[src/rtl/vector_sum_pkg.sv]
// Shared types and helpers for the vector_sum_scheduler slice.
// Latency: n/a (types, constants and a pure function only).
// Backpressure: n/a.
package vector_sum_pkg;

  typedef enum logic [1:0] {
    IDLE  = 2'd0,
    ACCUM = 2'd1,
    DONE  = 2'd2
  } state_e;

  // Default geometry helpers for integrators sizing their own buses.
  localparam int DEF_INPUT_WIDTH = 8;
  localparam int DEF_NUM_REQ     = 4;
  localparam int DEF_ID_W        = $clog2(DEF_NUM_REQ);

  // Upper bounds on the generic element extractor below.
  localparam int MAX_VEC_W  = 4096;
  localparam int MAX_ELEM_W = 64;

  // Element i (w bits wide) of a packed vector whose element 0 sits at the LSBs.
  // The caller zero-extends its vector to MAX_VEC_W and truncates the result.
  function automatic logic [MAX_ELEM_W-1:0] elem_at(input logic [MAX_VEC_W-1:0] vec,
                                                    input int                   i,
                                                    input int                   w);
    return MAX_ELEM_W'(vec >> (i * w)) &
           ((w >= MAX_ELEM_W) ? {MAX_ELEM_W{1'b1}}
                              : ((MAX_ELEM_W'(1) << w) - MAX_ELEM_W'(1)));
  endfunction

endpackage

[src/rtl/vector_sum_scheduler_rr_arbiter.sv]
// Round-robin arbiter: one-hot grant plus encoded index, search starts after last winner.
// Latency: grant is combinational from req; pointer moves on the clock edge of an enabled grant.
// Backpressure: when en is low the grant is still computed but the pointer holds.
// Ports: clk, rst (async active-high), req[NUM_REQ], en, gnt[NUM_REQ] (one-hot/zero), gnt_idx.
module rr_arbiter #(
  parameter  int NUM_REQ = 4,
  localparam int IDX_W   = $clog2(NUM_REQ)
) (
  input  logic               clk,
  input  logic               rst,
  input  logic [NUM_REQ-1:0] req,
  input  logic               en,
  output logic [NUM_REQ-1:0] gnt,
  output logic [IDX_W-1:0]   gnt_idx
);

  logic [IDX_W-1:0] last_grant_q, last_grant_d;
  logic [IDX_W-1:0] cand;
  logic             found;

  always_comb begin
    gnt          = '0;
    gnt_idx      = '0;
    found        = 1'b0;
    cand         = '0;
    // Scan last_grant+1, +2, ... wrapping; the first requester hit wins.
    for (int k = 1; k <= NUM_REQ; k++) begin
      cand = IDX_W'((int'(last_grant_q) + k) % NUM_REQ);
      if (!found && req[cand]) begin
        found      = 1'b1;
        gnt[cand]  = 1'b1;
        gnt_idx    = cand;
      end
    end
    last_grant_d = last_grant_q;
    if (en && found) begin
      last_grant_d = gnt_idx;
    end
  end

  // Reset to the highest index so requester 0 is searched first.
  always_ff @(posedge clk or posedge rst) begin
    if (rst) begin
      last_grant_q <= IDX_W'(NUM_REQ - 1);
    end else begin
      last_grant_q <= last_grant_d;
    end
  end

endmodule

[src/rtl/vector_sum_scheduler.sv]
// Shares one serial vector-sum datapath among NUM_REQ requesters; returns sum tagged with ID.
// Latency: rsp_valid first high NUM_INPUTS/LANES+1 cycles after the acceptance edge.
// Backpressure: holds the result in DONE until rsp_ready; no new grant while busy.
// Ports: clk, rst (async active-high); req_valid/req_ready/req_data per requester;
//        rsp_valid/rsp_ready/rsp_sum/rsp_id response; busy high outside IDLE.
module vector_sum_scheduler
  import vector_sum_pkg::*;
#(
  parameter  int NUM_INPUTS  = 8,
  parameter  int INPUT_WIDTH = 8,
  parameter  int NUM_REQ     = 4,
  parameter  int LANES       = 2,
  localparam int ID_W        = $clog2(NUM_REQ)
) (
  input  logic                                      clk,
  input  logic                                      rst,
  input  logic [NUM_REQ-1:0]                        req_valid,
  output logic [NUM_REQ-1:0]                        req_ready,
  input  logic [NUM_REQ*NUM_INPUTS*INPUT_WIDTH-1:0] req_data,
  output logic                                      rsp_valid,
  input  logic                                      rsp_ready,
  output logic [INPUT_WIDTH-1:0]                    rsp_sum,
  output logic [ID_W-1:0]                           rsp_id,
  output logic                                      busy
);

  localparam int                VEC_W    = NUM_INPUTS * INPUT_WIDTH;
  localparam int                IDX_W    = $clog2(NUM_INPUTS) + 1;
  localparam logic [IDX_W-1:0]  LAST_IDX = IDX_W'(NUM_INPUTS - LANES);
  localparam logic [IDX_W-1:0]  STEP     = IDX_W'(LANES);

  state_e                   state_q, state_d;
  logic [VEC_W-1:0]         vec_q, vec_d;
  logic [ID_W-1:0]          id_q, id_d;
  logic [INPUT_WIDTH-1:0]   acc_q, acc_d;
  logic [IDX_W-1:0]         idx_q, idx_d;
  logic [INPUT_WIDTH-1:0]   lane_sum;
  logic [NUM_REQ-1:0]       gnt;
  logic [ID_W-1:0]          gnt_idx;
  logic                     arb_en;

  assign arb_en = (state_q == IDLE);

  rr_arbiter #(.NUM_REQ(NUM_REQ)) u_arb (
    .clk     (clk),
    .rst     (rst),
    .req     (req_valid),
    .en      (arb_en),
    .gnt     (gnt),
    .gnt_idx (gnt_idx)
  );

  // Lane partial sum kept at INPUT_WIDTH: wrap here equals wrap in the accumulator.
  always_comb begin
    lane_sum = '0;
    for (int l = 0; l < LANES; l++) begin
      lane_sum = lane_sum +
                 INPUT_WIDTH'(elem_at(MAX_VEC_W'(vec_q), int'(idx_q) + l, INPUT_WIDTH));
    end
  end

  always_comb begin
    state_d = state_q;
    vec_d   = vec_q;
    id_d    = id_q;
    acc_d   = acc_q;
    idx_d   = idx_q;
    case (state_q)
      IDLE: begin
        if (|req_valid) begin
          vec_d   = req_data[int'(gnt_idx) * VEC_W +: VEC_W];
          id_d    = gnt_idx;
          acc_d   = '0;
          idx_d   = '0;
          state_d = ACCUM;
        end
      end
      ACCUM: begin
        acc_d = acc_q + lane_sum;
        idx_d = idx_q + STEP;
        if (idx_q == LAST_IDX) begin
          state_d = DONE;
        end
      end
      DONE: begin
        if (rsp_ready) begin
          state_d = IDLE;
        end
      end
      default: state_d = IDLE;
    endcase
  end

  always_ff @(posedge clk or posedge rst) begin
    if (rst) begin
      state_q <= IDLE;
      vec_q   <= '0;
      id_q    <= '0;
      acc_q   <= '0;
      idx_q   <= '0;
    end else begin
      state_q <= state_d;
      vec_q   <= vec_d;
      id_q    <= id_d;
      acc_q   <= acc_d;
      idx_q   <= idx_d;
    end
  end

  // Outputs decode straight from registered state, so reset clears them immediately.
  assign req_ready = arb_en ? gnt : '0;
  assign rsp_valid = (state_q == DONE);
  assign rsp_sum   = acc_q;
  assign rsp_id    = id_q;
  assign busy      = (state_q != IDLE);

endmodule

[config.mk]
export PLATFORM = sky130hd
export DESIGN_NAME = vector_sum_scheduler
export DESIGN_NICKNAME = d
export VERILOG_FILES = /design/src/rtl/vector_sum_pkg.sv /design/src/rtl/vector_sum_scheduler_rr_arbiter.sv /design/src/rtl/vector_sum_scheduler.sv
export SDC_FILE = /design/constraint.sdc
export NUM_CORES = 1
export LEC_CHECK = 0
export ABC_CLOCK_PERIOD_IN_PS = 8300
export BUFFER_PORTS_ARGS = -buffer_cell sky130_fd_sc_hd__buf_2
export CAP_MARGIN = 40
export CORE_MARGIN = 2
export CORE_UTILIZATION = 48
export CTS_CLUSTER_DIAMETER = 80
export DETAILED_ROUTE_END_ITERATION = 8
export HOLD_SLACK_MARGIN = 0.1
export PLACE_DENSITY = 0.8
export SYNTH_ARGS = -nofsm -noshare
export SYNTH_HDL_FRONTEND = slang
export SYNTH_SLANG_ARGS = --single-unit
[constraint.sdc]
create_clock -name clk -period 8.3 [get_ports clk]
set_clock_uncertainty 0.2 [all_clocks]
set_input_delay 0.415 -clock clk [delete_from_list [all_inputs] [get_ports clk]]
set_output_delay 0.415 -clock clk [all_outputs]
set_load 0.05 [all_outputs]
Yosys cells after proc, flatten, opt, wreduce, memory -nomap -nowiden:

Cells that the tools add are included.

* equal/unequal tests: 6
* bitwise gates (word level): 3
* mux-type cells: 37
* $lt $le $gt $ge: 8
* shift operators: 3
* reductions and logical operators: 18
* add/subtract/negate cells: 8

Operators with widths (number)
* indexed part select 256 x 9 -> 64 bit: 1
* right shift 64 x 7 -> 8 bit: 1
* right shift 64 x 8 -> 8 bit: 1
* two-way mux 4 bit: 6
* adder 8 bit: 2
* one-hot mux 8 bit (2 select lines): 1
* two-way mux 2 bit: 7
* < comparator 2 x 3 -> 1 bit (second input constant): 4
* two-way mux 1 bit: 12
* OR 4 bit: 3
* binary-select mux 1 bit (select 2 bit): 4
* demux 1 bit (select 2 bit): 4
* >= comparator 2 x 1 -> 1 bit (second input constant): 4
* logical AND 1 bit: 8
* two-way mux 8 bit: 1
* one-hot mux 4 bit (2 select lines): 1
* one-hot mux 2 bit (3 select lines): 1
* adder 4 x 1 -> 5 bit (second input constant): 1
* adder 2 x 1 -> 2 bit (second input constant): 2
* adder 2 bit (second input constant): 2
* adder 4 x 2 -> 4 bit (second input constant): 1
* == test 4 x 3 -> 1 bit (second input constant): 1
* inequality test 2 x 1 -> 1 bit (second input constant): 2
* AND reduction 2 bit: 2
* other kinds (8): 11

* word-level logic and storage cells: 89
* bits of input ports: 263
* register bits: 82

Depth between registers and ports, before layout:

Gate-level depths: netlist of run 1.

* depth after elaboration: 14
* mapped depth: 14
* mapped depth without buffers: 12

Hierarchy:

A second synthesis of run 1 with hierarchy kept.

* cell total of the unflattened synthesis: 548
* area, all modules: 5988.2 µm²

Modules (own cells, without submodules)
* vector_sum_scheduler: area an instance 5461.5 µm², cells each 493, seq. area each 1976.9 µm², instances 1
* rr_arbiter: area an instance 526.8 µm², cells each 55, seq. area each 52.6 µm², instances 1

Worst setup path after synthesis of run 1:

OpenSTA, ideal clock, no wires.

* path type: reg-to-reg
* from: register idx_q[2]
* to: register acc_q[7], in the netlist rsp_sum[7]
* required time: 7984 ps
* arrival: 3920 ps
* path buffers: 2
* cell stages (with the launch flop): 13
* setup slack: 4064 ps
* setup time: 116 ps
* clock period less this slack: 4236 ps
* cell sequence: dfrtp_1 -> clkbuf_1 -> buf_1 -> mux4_2 -> nor2b_1 -> fa_1 -> ha_1 -> o21ai_0 -> a21oi_1 -> o21a_1 -> or4b_2 -> o2111a_1 -> o311ai_0

* cells in the longest elaborated chain, start to end: 5
* elaborated cells between the ends (all ways): 6
* classes of those cells: add/sub (3); shift (2); mux (1)

Ends and longest elaborated chain
* start, declared: RTL line vector_sum_scheduler.sv:36 `logic [IDX_W-1:0] idx_q, idx_d;`
* start signal, assigned: RTL line vector_sum_scheduler.sv:106 `idx_q <= idx_d;`
* adder 4 x 1 -> 5 bit: RTL line vector_sum_scheduler.sv:58 `INPUT_WIDTH'(elem_at(MAX_VEC_W'(vec_q), int'(idx_q) + l, INPUT_WIDTH));`
* right shift 64 x 8 -> 8 bit: RTL line vector_sum_pkg.sv:26 `return MAX_ELEM_W'(vec >> (i * w)) &`
* adder 8 bit *: RTL line vector_sum_scheduler.sv:57 `lane_sum = lane_sum +`
* adder 8 bit *: RTL line vector_sum_scheduler.sv:79 `acc_d = acc_q + lane_sum;`
* one-hot mux 8 bit (2 select lines) *: RTL line vector_sum_scheduler.sv:68 `case (state_q)`
* end signal, assigned: RTL line vector_sum_scheduler.sv:99 `acc_q <= '0;`
* end signal, assigned: RTL line vector_sum_scheduler.sv:105 `acc_q <= acc_d;`
* end, declared: RTL line vector_sum_scheduler.sv:35 `logic [INPUT_WIDTH-1:0] acc_q, acc_d;`

Every way passes the cells marked *; elsewhere a longest branch is shown, timed or not.
A chain may end at the register's enable or synchronous reset.

Worst setup path in the final report of run 1:

* from: register u_arb.last_grant_q[0]
* to: register vec_q[25]

* cells in the longest elaborated chain, start to end: 14
* elaborated cells between the ends (all ways): 26
* classes of those cells: add/sub (4); shift (1); mux (15); reduce/logical (6)

Ends and longest elaborated chain
* start, declared: RTL line vector_sum_scheduler_rr_arbiter.sv:17 `logic [IDX_W-1:0] last_grant_q, last_grant_d;`
* start signal, assigned: RTL line vector_sum_scheduler_rr_arbiter.sv:44 `last_grant_q <= IDX_W'(NUM_REQ - 1);`
* start signal, assigned: RTL line vector_sum_scheduler_rr_arbiter.sv:46 `last_grant_q <= last_grant_d;`
* adder 2 x 1 -> 2 bit: RTL line vector_sum_scheduler_rr_arbiter.sv:28 `cand = IDX_W'((int'(last_grant_q) + k) % NUM_REQ);`
* binary-select mux 1 bit (select 2 bit): RTL line vector_sum_scheduler_rr_arbiter.sv:29 `if (!found && req[cand]) begin`
* two-way mux 1 bit (implied by the code): RTL line vector_sum_scheduler_rr_arbiter.sv:29
* two-way mux 1 bit: RTL line vector_sum_scheduler_rr_arbiter.sv:29
* logical NOT 1 bit: RTL line vector_sum_scheduler_rr_arbiter.sv:29
* logical AND 1 bit: RTL line vector_sum_scheduler_rr_arbiter.sv:29
* two-way mux 1 bit: RTL line vector_sum_scheduler_rr_arbiter.sv:29
* logical NOT 1 bit: RTL line vector_sum_scheduler_rr_arbiter.sv:29
* logical AND 1 bit: RTL line vector_sum_scheduler_rr_arbiter.sv:29
* two-way mux 1 bit: RTL line vector_sum_scheduler_rr_arbiter.sv:29
* logical NOT 1 bit: RTL line vector_sum_scheduler_rr_arbiter.sv:29
* logical AND 1 bit: RTL line vector_sum_scheduler_rr_arbiter.sv:29
* two-way mux 2 bit *: RTL line vector_sum_scheduler_rr_arbiter.sv:29
* indexed part select 256 x 9 -> 64 bit *: RTL line vector_sum_scheduler.sv:71 `vec_d = req_data[int'(gnt_idx) * VEC_W +: VEC_W];`
* end signal, assigned: RTL line vector_sum_scheduler.sv:103 `vec_q <= vec_d;`
* end, declared: RTL line vector_sum_scheduler.sv:33 `logic [VEC_W-1:0] vec_q, vec_d;`

Every way passes the cells marked *; elsewhere a longest branch is shown, timed or not. The select of a mux whose other input is x is not followed.

==> results.py, run 1 <==
metrics = {
    "timing": {
        "slew_violations": 0,
        "fin_crit_sh_pct": 65.1,
        "period_needed_ns": 5.40,
        "hold_slack_ns": 0.179,
        "tns_ns": 0,
        "rsz0062_at_grt": "false",
        "hold_violations": 0,
        "finalSetupViolCount": 0,
        "slew-limit-headroom_pct": 42.3,
        "setup_slack_ns": 2.90,
        "worst_pin_slew_ns": 0.865,
        "fmax_ghz": 0.185,
    },
    "placed_design": {
        "port-buffer-count": 278,
        "pre_cts_ws_ns": 2.96,
        "dp_hpwl_um": 15400,
        "gp_congestion": 0.895,
    },
    "setup_path": {
        "crit_arrival_ns": 5.38,
        "rr_startpoint": "u_arb.last_grant_q[0]$_DFFE_PP1P_",
        "required_ns": 8.28,
        "reg2regPathDepth": 8,
        "end_kind": "register",
        "rrSetupSlack_ns": 2.90,
        "critPathMaxFanout": 48,
        "critPathLaunchType": "register",
        "crit_type": "reg2reg",
        "r2r-end": "vec_q[25]$_DFFE_PP0P_",
    },
    "min_path": {
        "hold_class": "in2reg",
        "min_from": "rsp_ready",
        "hold_path_end": "state_q[1]$_DFFE_PP0P_",
        "whs_path_depth": 3,
    },
    "die": {
        "placementRows": 43,
        "start_util_pct": 49.3,
        "io_pins": 279,
        "fp.dieW_um": 123,
        "die_y_um": 123,
        "fp.dieArea_um2": 15200,
        "design.core.area_um2": 13900,
    },
    "drt": {
        "wl_met1_um": 8760,
        "met3_length_um": 1280,
        "dr.pass1.iters": 7,
        "ant_nets": 0,
        "routed_wl_um": 20800,
        "routed.top_layer": "met4",
        "drc_errors": 0,
        "drtIter0Drc": 594,
        "met2_length_um": 10400,
        "post_drt_wl_per_cell_um": 18.7,
        "via_per_inst": 6.02,
        "vias": 6715,
    },
    "cts": {
        "cts_buffer_depth": 2,
        "cts_tree": "done",
        "cts_setup_buffers": 0,
        "ctsHtreeMaxLevel": 3,
        "root_buffer": "clkbuf_16",
        "cts_resized": 0,
        "cts.clk_slew.worst_paths_ns": 0.06,
        "cts.hold.buffers_added": 1,
        "insertion_delay_ns": 0.34,
        "cts.sink_count": 81,
        "cts_made_buffers": 9,
    },
    "synthesis": {
        "yosysSeqAreaShare_pct": 29.7,
        "netlist_top_cells_count": "mux2i_1, nand2_1, dfrtp_1, nand3_1, o21ai_0",
        "syn_inst": 700,
        "yosys.area.top_type_share_pct": 28.9,
        "ys.flop_type": "dfrtp_1",
        "ys_seq_elements": 81,
        "yosysTopAreaCell": "dfrtp_1",
        "syn_area_um2": 6840,
        "synthDistinctLibCells": 53,
        "synth-async-reset-ratio_pct": 100,
        "synth_area_leaders": "dfrtp_1, mux2i_1, mux4_2, o221ai_2, nand2_1",
        "avgSynthCellArea_um2": 9.77,
        "yosysMostFrequentCell": "mux2i_1",
        "synth_nets": 986,
        "ys_warn_count": 0,
        "synth_edf_count": 0,
    },
    "power": {
        "irDropWorstVdd_mv": 0.377,
        "p_leak_nw": 3.97,
        "power_density_nw_per_um2": 516,
    },
    "final_layout": {
        "area_delta_synth_final_pct": 25.8,
        "drive_above_1_share_pct": 38.4,
        "diodes": 0,
        "fin_nets": 1216,
    },
    "global_routing": {
        "grt_pass1_wl_um": 32400,
        "grt.total_usage_pct": 27.4,
        "grt_overflow_total": 0,
        "grt_start_max_net_pins": 97,
        "antenna_found_initial": 0,
        "grt_pass1_vias": 6334,
    },
    "run": {
        "cap_violations": 0,
    },
    "outcome": {
        "status": "finished clean",
    },
}
==> where the power goes <==
group / total [mW] / switching, mW / internal (mW)
registers: 0.818 / 0.201 / 0.617
clock network: 0.422 / 0.158 / 0.264
logic: 3.20 / 1.83 / 1.38
==> kinds of logic after synthesis <==
family                   after synthesis  synth area share [%]
AND/OR/NAND/NOR                      181                  12.5
flip-flops                            81                  29.7
buffers and inverters                 81                  5.76
XOR/XNOR                              10                  1.28
adder cells (fa/ha/maj)               23                  5.08
AO/OA/AOI/OAI                        201                  24.2
multiplexers                         123                  21.5
==> state kept, by name, indices dropped and copies added (netlist names) <==
signal,flops
idx_q,3
rsp_id,2
rsp_sum,8
state_q,2
u_arb.last_grant_q,2
vec_q,64
==> worst max-delay path by stage <==
stage	start	endpoint	cells after the start
finish	u_arb.last_grant_q[0]$_DFFE_PP1P_	vec_q[25]$_DFFE_PP0P_	8
detailed placement	u_arb.last_grant_q[0]$_DFFE_PP1P_	vec_q[25]$_DFFE_PP0P_	8
floorplan	idx_q[2]$_DFFE_PP0P_	rsp_sum[7]$_DFFE_PP0P_	12
CTS	u_arb.last_grant_q[0]$_DFFE_PP1P_	vec_q[25]$_DFFE_PP0P_	8
global route	u_arb.last_grant_q[0]$_DFFE_PP1P_	vec_q[25]$_DFFE_PP0P_	8
global placement	u_arb.last_grant_q[0]$_DFFE_PP1P_	vec_q[33]$_DFFE_PP0P_	8
==> per-layer routing <==
| layer | global-route usage, % | vias to the layer above |
|---|---|---|
| met1 | 37.4 | 3226 |
| met4 | 7.67 | 0 |
| li1 | - | 3158 |
| met2 | 45.3 | 300 |
| met3 | 4.29 | 31 |
| met5 | 0 | - |
==> final cells by class <==
class	instances	area [µm²]
well taps	180	225
inverters	10	38.8
flip-flops and latches	81	2030
clock buffers	13	240
fillers	1181	5270
repair buffers	290	1560
multi-input cells	538	4440
clock inverters	3	67.6
==> worst max-delay path: stages (launching register included) <==
cell and delay, ns:
dfstp_2 0.74, inv_2 0.35, ha_1 0.53, mux4_2 0.87, nor2_1 0.16, a32oi_2 0.72
and2_1 0.70, or2_4 0.68, o221ai_1 0.23
==> cell usage in the layout (no fill, tap or decap), types with 4 or more instances in the layout <==
cell type  count
inv_1          8
nand2_1       80
ha_1          15
a221o_1        4
fa_1           8
a21oi_1        9
clkbuf_16      9
buf_4          6
buf_2        278
mux4_2        19
nor2b_1       18
o221ai_1      27
a32oi_1       32
o21ai_1       11
clkbuf_1       4
mux2_2         4
dfrtp_1       79
mux2i_1      100
o22a_1        32
nand3_1       58
xnor2_1        8
o221ai_2      21
o21ai_0       50
nor2_1         9
==> stage by stage <==
stage / power, mW / utilization, % / instance area [µm²] / instances
2_1_floorplan: 3.35 / - / 6840 / 700
3_3_place_gp: 3.87 / 58.9 / 8170 / 1093
3_5_place_dp: 3.99 / 59.7 / 8290 / 1098
4_1_cts: 4.44 / 62.0 / 8610 / 1115
5_1_grt: 4.80 / 62.0 / 8610 / 1115
6_report: 4.44 / 62.0 / 8610 / 1115
Power figures use the tool's default switching activity.
==> inputs of run 2 (changes only) <==
--- a/config.mk
+++ b/config.mk
@@ -5,15 +5,16 @@
 export SDC_FILE = /design/constraint.sdc
 export NUM_CORES = 1
 export LEC_CHECK = 0
-export ABC_CLOCK_PERIOD_IN_PS = 8300
+export ABC_AREA = 1
+export ABC_CLOCK_PERIOD_IN_PS = 4700
 export BUFFER_PORTS_ARGS = -buffer_cell sky130_fd_sc_hd__buf_2
 export CAP_MARGIN = 40
 export CORE_MARGIN = 2
-export CORE_UTILIZATION = 48
+export CORE_UTILIZATION = 45
 export CTS_CLUSTER_DIAMETER = 80
 export DETAILED_ROUTE_END_ITERATION = 8
 export HOLD_SLACK_MARGIN = 0.1
-export PLACE_DENSITY = 0.8
+export PLACE_DENSITY = 0.79
 export SYNTH_ARGS = -nofsm -noshare
 export SYNTH_HDL_FRONTEND = slang
 export SYNTH_SLANG_ARGS = --single-unit
==> constraint.sdc (replaced) <==
create_clock -name clk -period 4.7 [get_ports clk]
set_clock_uncertainty 0.2 [all_clocks]
set_input_delay 0.235 -clock clk [delete_from_list [all_inputs] [get_ports clk]]
set_output_delay 0.235 -clock clk [all_outputs]
set_load 0.05 [all_outputs]
==> run 2 against run 1 <==
Net effect: routed wire length increased by 20%; hold slack got worse by 0.088 ns; sequential share of layout area decreased by 3.5 points; highest routed layer unchanged.
==> results.py, run 2 <==
metrics = {
    "setup_path": {
        "rrSetupSlack_ns": 0.25,
        "critPathLaunchType": "register",
        "critPathMaxFanout": 49,
        "rr_startpoint": "u_arb.last_grant_q[0]$_DFFE_PP1P_",
        "crit_arrival_ns": 4.51,
        "r2r-end": "vec_q[40]$_DFFE_PP0P_",
        "crit_type": "reg2reg",
        "required_ns": 4.76,
        "end_kind": "register",
        "crit_path_start": "u_arb.last_grant_q[0]$_DFFE_PP1P_",
        "reg2regPathDepth": 17,
    },
    "synthesis": {
        "ys_warn_count": 0,
        "ys.flop_type": "dfrtp_1",
        "yosys.area.top_type_share_pct": 32.3,
        "syn_area_um2": 6650,
        "ys_seq_elements": 81,
        "synth_nets": 1392,
        "yosysMostFrequentCell": "nand2_1",
        "netlist_top_cells_count": "nand2_1, nor2_1, dfrtp_1, nand3_1, inv_1",
        "yosysSeqAreaShare_pct": 30.5,
        "synth-async-reset-ratio_pct": 100,
        "synth_edf_count": 0,
        "synth_area_leaders": "nand2_1, dfrtp_1, nor2_1, nand3_1, inv_1",
        "yosysTopAreaCell": "nand2_1",
        "synthDistinctLibCells": 35,
        "syn_inst": 1106,
        "avgSynthCellArea_um2": 6.01,
    },
    "die": {
        "start_util_pct": 45.9,
        "design.core.area_um2": 14500,
        "io_pins": 279,
        "fp.dieArea_um2": 15800,
        "die_y_um": 126,
        "fp.dieW_um": 126,
        "placementRows": 44,
    },
    "global_routing": {
        "grt_start_max_net_pins": 99,
        "grt_overflow_total": 0,
        "antenna_found_initial": 0,
        "grt_pass1_wl_um": 40000,
        "grt_pass1_vias": 8522,
        "grt.total_usage_pct": 30.8,
    },
    "drt": {
        "via_per_inst": 5.08,
        "post_drt_wl_per_cell_um": 14.7,
        "ant_nets": 0,
        "drc_errors": 0,
        "dr.pass1.iters": 6,
        "drtIter0Drc": 622,
        "routed_wl_um": 25000,
        "vias": 8661,
    },
    "placed_design": {
        "dp_hpwl_um": 15800,
        "pre_cts_ws_ns": 1.28,
        "port-buffer-count": 278,
        "gp_congestion": 0.928,
    },
    "timing": {
        "fin_crit_sh_pct": 94.6,
        "rsz0062_at_grt": "false",
        "fmax_ghz": 0.225,
        "hold_violations": 0,
        "worst_pin_slew_ns": 0.859,
        "tns_ns": 0,
        "setup_slack_ns": 0.252,
        "slew_violations": 0,
        "period_needed_ns": 4.45,
        "finalSetupViolCount": 0,
        "slew-limit-headroom_pct": 42.7,
    },
    "min_path": {
        "whs_path_depth": 7,
        "hold_path_end": "vec_q[2]$_DFFE_PP0P_",
        "hold_class": "in2reg",
        "min_from": "req_data[2]",
    },
    "power": {
        "irDropWorstVdd_mv": 0.656,
        "p_leak_nw": 5.71,
        "power_density_nw_per_um2": 942,
    },
    "final_layout": {
        "fin_nets": 1803,
        "drive_above_1_share_pct": 21.9,
        "area_delta_synth_final_pct": 52.4,
        "most-common-layout-cells": "nand2_1, buf_2, dlygate4sd3_1",
        "layout_commonest_cell": "nand2_1",
        "largest_register_ffs": 64,
        "post-route-util_pct": 70.0,
        "fillers": 1144,
        "diodes": 0,
        "top_register": "vec_q",
    },
    "run": {
        "cap_violations": 0,
    },
    "outcome": {
        "status": "finished clean",
    },
    "cts": {
        "insertion_delay_ns": 0.33,
        "cts_buffer_depth": 2,
        "cts_made_buffers": 9,
        "cts_tree": "done",
        "cts.clk_slew.worst_paths_ns": 0.06,
        "root_buffer": "clkbuf_16",
        "ctsHtreeMaxLevel": 3,
        "cts_setup_buffers": 0,
        "cts.sink_count": 81,
    },
}
[run 2: worst max-delay path by stage]
stage,to,slack [ns],cells after the start
floorplan,rsp_sum[7]$_DFFE_PP0P_,1.48,18
global placement,vec_q[16]$_DFFE_PP0P_,1.22,14
detailed placement,vec_q[13]$_DFFE_PP0P_,1.28,15
CTS,vec_q[24]$_DFFE_PP0P_,0.24,17
global route,vec_q[19]$_DFFE_PP0P_,0.03,17
finish,vec_q[40]$_DFFE_PP0P_,0.25,17
[run 2: cell type report]
type / instances / area [µm²] / share of cell area (%)
well taps: 184 / 230 / 2.27
multi-input cells: 904 / 4090 / 40.4
flip-flops and latches: 81 / 2030 / 20.0
clock buffers: 12 / 256 / 2.53
repair buffers: 460 / 3240 / 32.0
clock inverters: 4 / 51.3 / 0.506
inverters: 61 / 230 / 2.27
[run 2: logic make-up after synthesis]
family,synth area share [%]
AOI/OAI and AO/OA,7.81
buffers and inverters,8.05
DFF,30.5
and+or+nand+nor,47.3
xor gates and xnor gates,1.05
adders and majority gates,5.23
[run 2: where the power goes]
part           internal, mW  switching, mW  total (mW)
registers              1.09          0.298        1.39
clock network         0.441          0.284       0.725
logic                  3.15           4.28        7.43
[run 2: per-layer routing]
layer  share of wire [%]  track usage [%]  wire (µm)  up-vias
li1                    -                -          -     4240
met1                  40             37.0       9890     3877
met2                  50             54.9      12500      460
met3                 7.0             5.43       1740       84
met4                 3.4             11.8        861        0
met5                   0                0          0        -
[run 2: timing repair]
item,in CTS,in global routing
hold buffers,169,0
endpoints found under the setup margin,0,44
endpoints found under the hold margin,100,0
gates resized for setup,0,4
[run 2: worst max-delay path: stages (launching register included)]
cell and delay, ns:
dfstp_2 0.64, inv_2 0.15, ha_1 0.37, inv_1 0.12
nand3_2 0.11, nand2_4 0.11, inv_2 0.05, nand3_1 0.10
buf_6 0.26, nand2_4 0.26, inv_2 0.23, buf_16 0.24
nand2_1 0.09, nand2_1 0.07, dlygate4sd3_1 0.56, nand2_1 0.06
nand3_1 0.10, dlygate4sd3_1 0.58
[run 2: through the flow]
| stage | hold slack (ns) | instances | instance area (µm²) | power [mW] |
|---|---|---|---|---|
| after detailed placement | 0.150 | 1520 | 8090 | 7.06 |
| after floorplan | 0.144 | 1106 | 6650 | 5.82 |
| after CTS | 0.101 | 1705 | 10100 | 9.15 |
| final | 0.0909 | 1706 | 10100 | 9.54 |
| after global routing | 0.129 | 1706 | 10100 | 10.5 |
| after global placement | 0.148 | 1519 | 8070 | 6.95 |
==> inputs of run 3 (changes only) <==
--- a/config.mk
+++ b/config.mk
@@ -6,15 +6,15 @@
 export NUM_CORES = 1
 export LEC_CHECK = 0
 export ABC_AREA = 1
-export ABC_CLOCK_PERIOD_IN_PS = 4700
+export ABC_CLOCK_PERIOD_IN_PS = 4800
 export BUFFER_PORTS_ARGS = -buffer_cell sky130_fd_sc_hd__buf_2
 export CAP_MARGIN = 40
 export CORE_MARGIN = 2
-export CORE_UTILIZATION = 45
+export CORE_UTILIZATION = 48
 export CTS_CLUSTER_DIAMETER = 80
 export DETAILED_ROUTE_END_ITERATION = 8
 export HOLD_SLACK_MARGIN = 0.1
-export PLACE_DENSITY = 0.79
+export PLACE_DENSITY = 0.8
 export SYNTH_ARGS = -nofsm -noshare
 export SYNTH_HDL_FRONTEND = slang
 export SYNTH_SLANG_ARGS = --single-unit
==> constraint.sdc (replaced) <==
create_clock -name clk -period 4.8 [get_ports clk]
set_clock_uncertainty 0.2 [all_clocks]
set_input_delay 0.24 -clock clk [delete_from_list [all_inputs] [get_ports clk]]
set_output_delay 0.24 -clock clk [all_outputs]
set_load 0.05 [all_outputs]
==> run 3 against run 2 <==
Net effect: core utilization increased by 6.7 points; combinational power fell by 3.5%; global-route usage is 6.4 points higher; critical path depth is 1 lower; die area down 6.1%.
==> results.py, run 3 (synthesis gave the netlist of run 2 again) <==
metrics = {
    "outcome": {
        "status": "finished clean",
    },
    "cts": {
        "cts_buffer_depth": 2,
        "root_buffer": "clkbuf_16",
        "cts_tree": "done",
        "cts_made_buffers": 9,
        "cts.clk_slew.worst_paths_ns": 0.06,
        "cts_setup_buffers": 0,
        "insertion_delay_ns": 0.34,
        "cts.sink_count": 81,
        "ctsHtreeMaxLevel": 3,
    },
    "setup_path": {
        "slowest_delay_ns": 0.65,
        "crit_path_start": "u_arb.last_grant_q[0]$_DFFE_PP1P_",
        "rrSetupSlack_ns": 0.29,
        "slowest_stage": "dfstp_2",
        "crit_arrival_ns": 4.58,
        "crit_type": "reg2reg",
        "critPathMaxFanout": 83,
        "required_ns": 4.87,
        "critPathLaunchType": "register",
        "crit_path_cell_trace": "inv_2, ha_1, inv_1, nand3_2, nand2_4, nor2_2, nor2_1, nand2_4, nand2_8, buf_12, nand2_1, nand2_1, dlygate4sd3_1, o21bai_1, nor2_1, dlygate4sd3_1",
        "rr_startpoint": "u_arb.last_grant_q[0]$_DFFE_PP1P_",
        "end_kind": "register",
        "reg2regPathDepth": 16,
    },
    "timing": {
        "fmax_ghz": 0.222,
        "rsz0062_at_grt": "false",
        "fin_crit_sh_pct": 94.0,
        "finalSetupViolCount": 0,
        "slew_violations": 0,
        "slew-limit-headroom_pct": 42.1,
        "tns_ns": 0,
        "worst_pin_slew_ns": 0.869,
        "period_needed_ns": 4.51,
        "hold_violations": 0,
    },
    "global_routing": {
        "antenna_found_initial": 1,
        "grt_start_max_net_pins": 99,
        "grt_pass1_wl_um": 43800,
        "grt_overflow_total": 0,
        "grt.total_usage_pct": 37.3,
        "grt_pass1_vias": 9661,
    },
    "drt": {
        "routed.top_layer": "met4",
        "drc_errors": 0,
        "met3_length_um": 2190,
        "ant_nets": 0,
        "drtIter0Drc": 935,
        "met2_length_um": 13300,
        "vias": 9340,
        "post_drt_wl_per_cell_um": 15.9,
        "dr.pass1.iters": 7,
        "routed_wl_um": 27600,
        "via_per_inst": 5.37,
        "wl_met1_um": 10200,
    },
    "final_layout": {
        "final_cells": 1738,
        "area_delta_synth_final_pct": 58.2,
        "most-common-layout-cells": "nand2_1, buf_2, dlygate4sd3_1",
        "fin_nets": 1837,
        "fillers": 934,
        "largest_register_ffs": 64,
        "top_register": "vec_q",
        "drive_above_1_share_pct": 21.1,
        "layout_commonest_cell": "nand2_1",
    },
    "placed_design": {
        "port-buffer-count": 278,
        "gp_congestion": 0.910,
        "dp_hpwl_um": 15500,
        "dp_cells": 1513,
    },
    "min_path": {
        "whs_path_depth": 5,
        "hold_class": "in2reg",
        "min_from": "req_data[213]",
    },
    "run": {
        "cap_violations": 0,
    },
    "power": {
        "power_density_nw_per_um2": 890,
        "irDropWorstVdd_mv": 0.686,
        "total_power_mw": 9.36,
        "p_leak_nw": 5.85,
    },
    "die": {
        "placementRows": 43,
        "start_util_pct": 48.5,
        "die_y_um": 122,
        "io_pins": 279,
        "design.core.area_um2": 13700,
        "fp.dieArea_um2": 14800,
        "fp.dieW_um": 122,
    },
}
## run 3: cell count changes in the layout (fill, tap and decap cells not counted), moves of 2 or more
cell / before / now
buf_6: 3 / 0
bufinv_16: 1 / 3
diode_2: 0 / 2
dlygate4sd3_1: 169 / 207
## run 3: timing repair
item / in CTS / in global routing
gates resized for setup: 0 / 2
hold buffers: 207 / 0
endpoints found under the hold margin: 104 / 0
endpoints found under the setup margin: 0 / 8
## run 3: critical path, delay by kind of cell, from the launching register on
| family | cells | cell delay (ns) |
|---|---|---|
| compound gates | 1 | 0.06 |
| buf+inv | 5 | 1.74 |
| simple gates | 9 | 1.40 |
| fa+ha+maj | 1 | 0.36 |
| flops | 1 | 0.65 |
## run 3: cell type report
class,instances,area (µm²),share of cell area [%]
clock inverters,5,103,0.975
well taps,180,225,2.14
diodes,2,5.00,0.0476
inverters,61,231,2.20
multi-input cells,904,4110,39.0
flip-flops and latches,81,2030,19.3
clock buffers,11,243,2.31
repair buffers,494,3580,34.0
## run 3: worst paths after layout
kind	to
worst min register to register	vec_q[5]$_DFFE_PP0P_
min in group asynchronous	rsp_id[0]$_DFFE_PP0P_
max in group asynchronous	u_arb.last_grant_q[0]$_DFFE_PP1P_
worst min-delay path	vec_q[21]$_DFFE_PP0P_
worst max-delay path	vec_q[35]$_DFFE_PP0P_
worst max register to register	vec_q[35]$_DFFE_PP0P_
## run 3: stage by stage
step	util, %	setup WS [ns]	instance area (µm²)	hold slack [ns]
after floorplan	-	1.58	6650	0.149
after global placement	58.7	1.09	8060	0.159
after detailed placement	58.9	1.02	8080	0.168
after CTS	76.5	0.0299	10500	0.101
after global routing	76.7	0.0101	10500	0.137
final	76.7	0.288	10500	0.105
## run 3: layer usage
| layer | track usage (%) | vias up |
|---|---|---|
| li1 | - | 4313 |
| met1 | 42.3 | 4187 |
| met2 | 65.1 | 652 |
| met3 | 5.29 | 188 |
| met4 | 25.0 | 0 |
| met5 | 0 | - |
## run 3: where the power goes
group	leakage, nW	total (mW)	internal, mW	switching (mW)
Combinational	4.73	7.17	2.99	4.18
Sequential	0.958	1.39	1.07	0.318
Clock	0.166	0.804	0.522	0.282
Total	5.85	9.36	4.58	4.78
